[src/rtl/tnn_pkg.sv]
// Shared types and defaults for the temporal neural network pipeline.
// Latency: n/a (package only).
// Backpressure: n/a (package only).
package tnn_pkg;

    // Window defaults shared by the encoder and the WTA stages.
    localparam int TNN_GAMMA_CYCLE_WIDTH = 16;
    localparam int TNN_PULSE_WIDTH       = 8;

    typedef enum logic [1:0] {
        IDLE  = 2'd0,
        CLEAR = 2'd1,
        RUN   = 2'd2
    } enc_state_t;

    // True when time t lies inside [value, value+width). The end point is
    // formed one bit wider than the operands so a late value plus a long
    // pulse cannot wrap round and close the window early.
    function automatic logic in_pulse_window(input logic [31:0] value,
                                             input logic [31:0] t,
                                             input logic [31:0] width);
        logic [32:0] end_t;
        end_t = {1'b0, value} + {1'b0, width};
        return (t >= value) && ({1'b0, t} < end_t);
    endfunction

endpackage

[src/rtl/spike_pulse_gen.sv]
// Per-channel race-logic pulse generator with a registered spike output.
// Latency: 1 cycle; the spike flop is fed with next-cycle time and run flag.
// Backpressure: none; free-running, driven by the encoder FSM.
//
// Ports:
//   clk, rst  : clock, async active-high reset
//   value_i   : captured spike time for this channel
//   en_i      : captured channel enable
//   t_i       : gamma time that will be current in the next cycle
//   run_i     : next cycle is a RUN cycle
//   spike_o   : glitch-free spike line towards the WTA
module spike_pulse_gen
    import tnn_pkg::*;
#(
    parameter int VALUE_WIDTH = 4,
    parameter int PULSE_WIDTH = TNN_PULSE_WIDTH
) (
    input  logic                   clk,
    input  logic                   rst,
    input  logic [VALUE_WIDTH-1:0] value_i,
    input  logic                   en_i,
    input  logic [VALUE_WIDTH-1:0] t_i,
    input  logic                   run_i,
    output logic                   spike_o
);

    logic spike_q;
    logic spike_d;

    always_comb begin
        spike_d = run_i && en_i &&
                  in_pulse_window(32'(value_i), 32'(t_i), 32'(PULSE_WIDTH));
    end

    always_ff @(posedge clk or posedge rst) begin
        if (rst) begin
            spike_q <= 1'b0;
        end else begin
            spike_q <= spike_d;
        end
    end

    assign spike_o = spike_q;

endmodule

[src/rtl/temporal_spike_encoder.sv]
// Converts a vector of integer spike times into race-logic pulses per gamma window.
// Latency: handshake at edge N -> CLEAR in N+1, RUN t=0 in N+2, done in N+1+GAMMA.
// Backpressure: in_ready low from CLEAR through the last RUN cycle; one sample per GAMMA+2 cycles.
//
// Ports:
//   clk, rst       : clock, async active-high reset
//   in_valid/ready : sample handshake; in_ready is a flop output
//   in_values      : channel i spike time at [i*VALUE_WIDTH +: VALUE_WIDTH]
//   in_en          : per-channel enable, 0 = channel silent this window
//   output_spikes  : spike lines to the WTA
//   wta_rst        : holds the WTA in reset outside RUN
//   gamma_time     : gamma-relative time, 0 outside RUN
//   gamma_done     : one-cycle pulse on the last RUN cycle
module temporal_spike_encoder
    import tnn_pkg::*;
#(
    parameter int GAMMA_CYCLE_WIDTH = TNN_GAMMA_CYCLE_WIDTH,
    parameter int PULSE_WIDTH       = TNN_PULSE_WIDTH,
    parameter int NUM_INPUTS        = 16,
    parameter int VALUE_WIDTH       = $clog2(GAMMA_CYCLE_WIDTH)
) (
    input  logic                              clk,
    input  logic                              rst,
    input  logic                              in_valid,
    output logic                              in_ready,
    input  logic [NUM_INPUTS*VALUE_WIDTH-1:0] in_values,
    input  logic [NUM_INPUTS-1:0]             in_en,
    output logic [NUM_INPUTS-1:0]             output_spikes,
    output logic                              wta_rst,
    output logic [VALUE_WIDTH-1:0]            gamma_time,
    output logic                              gamma_done
);

    localparam logic [VALUE_WIDTH-1:0] T_LAST = VALUE_WIDTH'(GAMMA_CYCLE_WIDTH - 1);

    enc_state_t                        state_q, state_d;
    logic [VALUE_WIDTH-1:0]            t_q, t_d;
    logic [NUM_INPUTS*VALUE_WIDTH-1:0] vals_q;
    logic [NUM_INPUTS-1:0]             en_q;
    logic                              capture;
    logic                              run_d;

    logic                              in_ready_q;
    logic                              wta_rst_q;
    logic [VALUE_WIDTH-1:0]            gamma_time_q;
    logic                              gamma_done_q;

    // Next-state and counter logic.
    always_comb begin
        state_d = state_q;
        t_d     = t_q;
        capture = 1'b0;
        case (state_q)
            IDLE: begin
                if (in_valid && in_ready_q) begin
                    capture = 1'b1;
                    state_d = CLEAR;
                end
            end
            CLEAR: begin
                state_d = RUN;
                t_d     = '0;
            end
            RUN: begin
                if (t_q == T_LAST) begin
                    state_d = IDLE;
                    t_d     = '0;
                end else begin
                    t_d = t_q + VALUE_WIDTH'(1);
                end
            end
            default: begin
                state_d = IDLE;
                t_d     = '0;
            end
        endcase
        run_d = (state_d == RUN);
    end

    always_ff @(posedge clk or posedge rst) begin
        if (rst) begin
            state_q <= IDLE;
            t_q     <= '0;
            vals_q  <= '0;
            en_q    <= '0;
        end else begin
            state_q <= state_d;
            t_q     <= t_d;
            if (capture) begin
                vals_q <= in_values;
                en_q   <= in_en;
            end
        end
    end

    // Every output is registered from the next-state view, so what the WTA
    // sees in a cycle is a clean flop value matching that cycle's state.
    always_ff @(posedge clk or posedge rst) begin
        if (rst) begin
            in_ready_q   <= 1'b1;
            wta_rst_q    <= 1'b1;
            gamma_time_q <= '0;
            gamma_done_q <= 1'b0;
        end else begin
            in_ready_q   <= (state_d == IDLE);
            wta_rst_q    <= !run_d;
            gamma_time_q <= run_d ? t_d : '0;
            gamma_done_q <= run_d && (t_d == T_LAST);
        end
    end

    // The pulse generators read vals_q/en_q already during CLEAR, which is
    // why capture happens one cycle before t=0 is needed.
    for (genvar i = 0; i < NUM_INPUTS; i++) begin : g_ch
        spike_pulse_gen #(
            .VALUE_WIDTH (VALUE_WIDTH),
            .PULSE_WIDTH (PULSE_WIDTH)
        ) u_pulse (
            .clk     (clk),
            .rst     (rst),
            .value_i (vals_q[i*VALUE_WIDTH +: VALUE_WIDTH]),
            .en_i    (en_q[i]),
            .t_i     (t_d),
            .run_i   (run_d),
            .spike_o (output_spikes[i])
        );
    end

    assign in_ready   = in_ready_q;
    assign wta_rst    = wta_rst_q;
    assign gamma_time = gamma_time_q;
    assign gamma_done = gamma_done_q;

endmodule

[config.mk]
export PLATFORM = sky130hd
export DESIGN_NAME = temporal_spike_encoder
export DESIGN_NICKNAME = d
export VERILOG_FILES = /design/src/rtl/tnn_pkg.sv /design/src/rtl/spike_pulse_gen.sv /design/src/rtl/temporal_spike_encoder.sv
export SDC_FILE = /design/constraint.sdc
export NUM_CORES = 1
export LEC_CHECK = 0
export BUFFER_PORTS_ARGS = -buffer_cell sky130_fd_sc_hd__clkbuf_2
export CAP_MARGIN = 20
export CORE_MARGIN = 1
export CORE_UTILIZATION = 58
export DETAILED_ROUTE_END_ITERATION = 8
export PLACE_DENSITY = 0.81
export SKIP_LAST_GASP = 1
export SLEW_MARGIN = 10
export SYNTH_ARGS = -nofsm -noshare
export SYNTH_HDL_FRONTEND = slang
export SYNTH_HIERARCHICAL = 1
export SYNTH_SLANG_ARGS = --single-unit
[constraint.sdc]
create_clock -name clk -period 4.5 [get_ports clk]
set_input_delay 0.45 -clock clk [delete_from_list [all_inputs] [get_ports clk]]
set_output_delay 0.45 -clock clk [all_outputs]
set_load 0.01 [all_outputs]
==> flow_metrics.py <==
metrics = {
    "run_status": {
        "status": "complete, no violations",
    },
    "yosys": {
        "ys.warnings.count": 6,
        "ys_top_cells_by_area": "dfrtp_1, ha_1, mux2_4",
        "synth_area_per_cell_um2": 12.3,
        "ys_top_cells_by_count": "dfrtp_1, ha_1, inv_1",
        "yosysMostFrequentCell": "dfrtp_1",
        "ys_ff_latch": 109,
        "synth_edf_count": 0,
        "synth_top_area_cell": "dfrtp_1",
        "async_flop_share_pct": 100,
        "syn_inst": 553,
        "netlist_area_um2": 6830,
        "synth_top_area_share_pct": 39.2,
        "syn-num-nets": 733,
        "synth_ff_type": "dfrtp_1",
        "synth-seq-area-share_pct": 40.0,
        "ys_types": 34,
    },
    "pwr": {
        "power_mw": 6.41,
        "ir_worst_vdd_uv": 522,
        "leakage_nw": 3.98,
        "power.density_nw_per_um2": 825,
    },
    "setup_path": {
        "endpoint_kind": "flip-flop",
        "crit_path_cell_trace": "ha_1 -> and3_1 -> or3b_1 -> a21oi_2 -> inv_1 -> ha_1 -> nand2b_1 -> a2111oi_0 -> nor4b_1",
        "cp-start-kind": "flip-flop",
        "critPathArrivalTime_ns": 3.77,
        "worst_ep_required_time_ns": 4.71,
        "crit_fanout": 17,
        "crit_path_frequent_cell": "ha_1",
        "cpPeakStageDelay_ns": 0.82,
        "path_class": "flip-flop to flip-flop",
        "slowest_stage": "a21oi_2",
    },
    "route": {
        "dr.first_iter.drc_count": 158,
        "wl_met1_mm": 6.27,
        "vias_per_cell": 5.69,
        "num_vias": 4634,
        "wl_met3_um": 556,
        "drtPass1Iterations": 4,
        "postRouteAntennaNets": 0,
        "wl_met2_mm": 7.19,
        "drt-total-wl_mm": 14.3,
        "top_layer": "met4",
        "drc": 0,
        "drt-wirelength-per-cell_um": 17.6,
    },
    "placed_design": {
        "placed_cell_area_um2": 7410,
        "io_buffers": 105,
        "gp_congestion": 0.823,
        "place_hpwl_mm": 9.89,
        "dp_slack_ns": 1.01,
    },
    "finish": {
        "syn_to_final_growth_pct": 13.9,
        "design_area_um2": 7770,
        "nets": 846,
        "drive_above_1_share_pct": 31.6,
        "antenna_cells": 0,
    },
    "timing": {
        "whs_ns": 0.223,
        "finClkSkew_ns": 0.00913,
        "worst_slack_ns": 0.940,
        "setup_tns_ns": 0,
        "period_share_pct": 79.1,
        "setup-violations-final": 0,
        "rsz0062_at_grt": "no",
        "finalHoldViolations": 0,
        "layout_min_cycle_time_ns": 3.56,
        "slew_headroom_pct": 31.5,
        "maxSlewViolCount": 0,
        "fmax_ghz": 0.281,
        "worst_slew_pin_slew_ns": 1.03,
    },
    "clock_tree": {
        "cts_tree": "yes",
        "cts_buffer_depth": 2,
        "cts_max_level": 3,
        "cts_buffers": 9,
        "cts.sinks": 109,
        "cts-root-buf": "clkbuf_16",
        "cts_hold_buf": 0,
        "cts_resized": 0,
        "path_clk_slew_ns": 0.08,
        "cts_setup_buffers": 0,
        "insertion_delay_ns": 0.35,
    },
    "global_route": {
        "grt_usage_pct": 24.3,
        "grt_pass1_wl_mm": 23.8,
        "grt_remaining_overflow": 0,
        "grt_pass1_vias": 5066,
        "grt_start_max_net_pins": 66,
        "antenna_found_initial": 0,
    },
    "min_path": {
        "hold_path.class": "input port to asynchronous set/reset pin",
    },
    "floorplanning": {
        "die_y_um": 111,
        "die_w_um": 111,
        "core_um2": 11500,
        "dieArea_um2": 12200,
        "start_util_pct": 59.5,
        "core.rowCount": 39,
        "boundaryPins": 106,
    },
    "run": {
        "drv_cap": 0,
    },
}
[where the power goes]
part           total, mW  switching (mW)  internal, mW  leakage [nW]
combinational       3.77            1.86          1.91          2.51
sequential          1.82           0.339          1.48          1.33
clock              0.823           0.345         0.479         0.150
total               6.41            2.55          3.87          3.98
[critical path, delay by kind of cell (launching register included)]
family,cells,cell delay [ns]
compound gates,2,1.37
simple gates,4,0.90
fa+ha+maj,2,0.58
flops,1,0.46
buf+inv,1,0.10
[stage by stage]
step / util [%] / std cells
2_1_floorplan: - / 553
3_3_place_gp: 64.6 / 795
3_5_place_dp: 64.6 / 795
4_1_cts: 67.3 / 811
5_1_grt: 67.8 / 814
6_report: 67.8 / 814
[cells in the final DEF (no fill, tap or decap), types with 2 or more instances in the layout]
| cell | Yosys | final |
|---|---|---|
| dfrtp_1 | 107 | 107 |
| mux2_4 | 78 | 78 |
| clkbuf_1 | 0 | 3 |
| clkbuf_2 | 0 | 105 |
| dfstp_2 | 2 | 2 |
| nor2b_1 | 16 | 16 |
| a2111oi_0 | 16 | 16 |
| inv_1 | 82 | 81 |
| mux2_1 | 2 | 2 |
| nand2b_1 | 19 | 19 |
| nor2_2 | 0 | 2 |
| o21a_1 | 16 | 16 |
| nand2_1 | 22 | 22 |
| ha_1 | 97 | 97 |
| nor2_1 | 20 | 18 |
| o211ai_1 | 16 | 16 |
| buf_4 | 0 | 3 |
| clkbuf_16 | 0 | 9 |
| clkbuf_8 | 0 | 3 |
| a221o_1 | 16 | 16 |
| nor4b_1 | 16 | 16 |
[routing by layer]
| layer | GRT usage, % | vias to the layer above |
|---|---|---|
| met4 | 8.89 | 0 |
| met2 | 41.1 | 115 |
| met3 | 6.04 | 25 |
| met5 | 0 | - |
| li1 | - | 2165 |
| met1 | 30.1 | 2329 |
[logic make-up after synthesis]
kind of cell,Yosys count,synth area share [%]
fa+ha+maj,97,17.8
xor+xnor,2,0.257
flops,109,40.0
compound gates,69,8.32
buf+inv,92,7.31
mux,81,17.6
simple gates,103,8.72
[worst paths after layout]
path,from,end,slack (ns),cells past startpoint
max,t_q[0],g_ch[6].u_pulse/spike_o,0.94,9
min,rst,g_ch[8].u_pulse/spike_o,0.22,2
max reg2reg,t_q[0],g_ch[6].u_pulse/spike_o,0.94,9
min reg2reg,vals_q[9],vals_q[9],0.51,1
max in group asynchronous,rst,vals_q[58],3.02,3
min in group clk,in_values[37],vals_q[37],0.32,2
[flip-flops by register name (all words and copies together) (netlist names)]
name and flops:
vals_q 64, gamma_done 1, wta_rst 1, gamma_time 4, in_ready 1, t_q 4
g_ch.u_pulse/spike_o 16, state_q 2, en_q 16
[final cells by class]
cell class                      instances  area (um2)
Fill cell                             844        3690
Inverter                               82         310
Tap cell                              143         179
Clock inverter                          1        30.0
Sequential cell                       109        2730
Clock buffer                           15         278
Multi-Input combinational cell        352        3630
Timing Repair Buffer                  112         622
(Power assumes the default switching activity.)
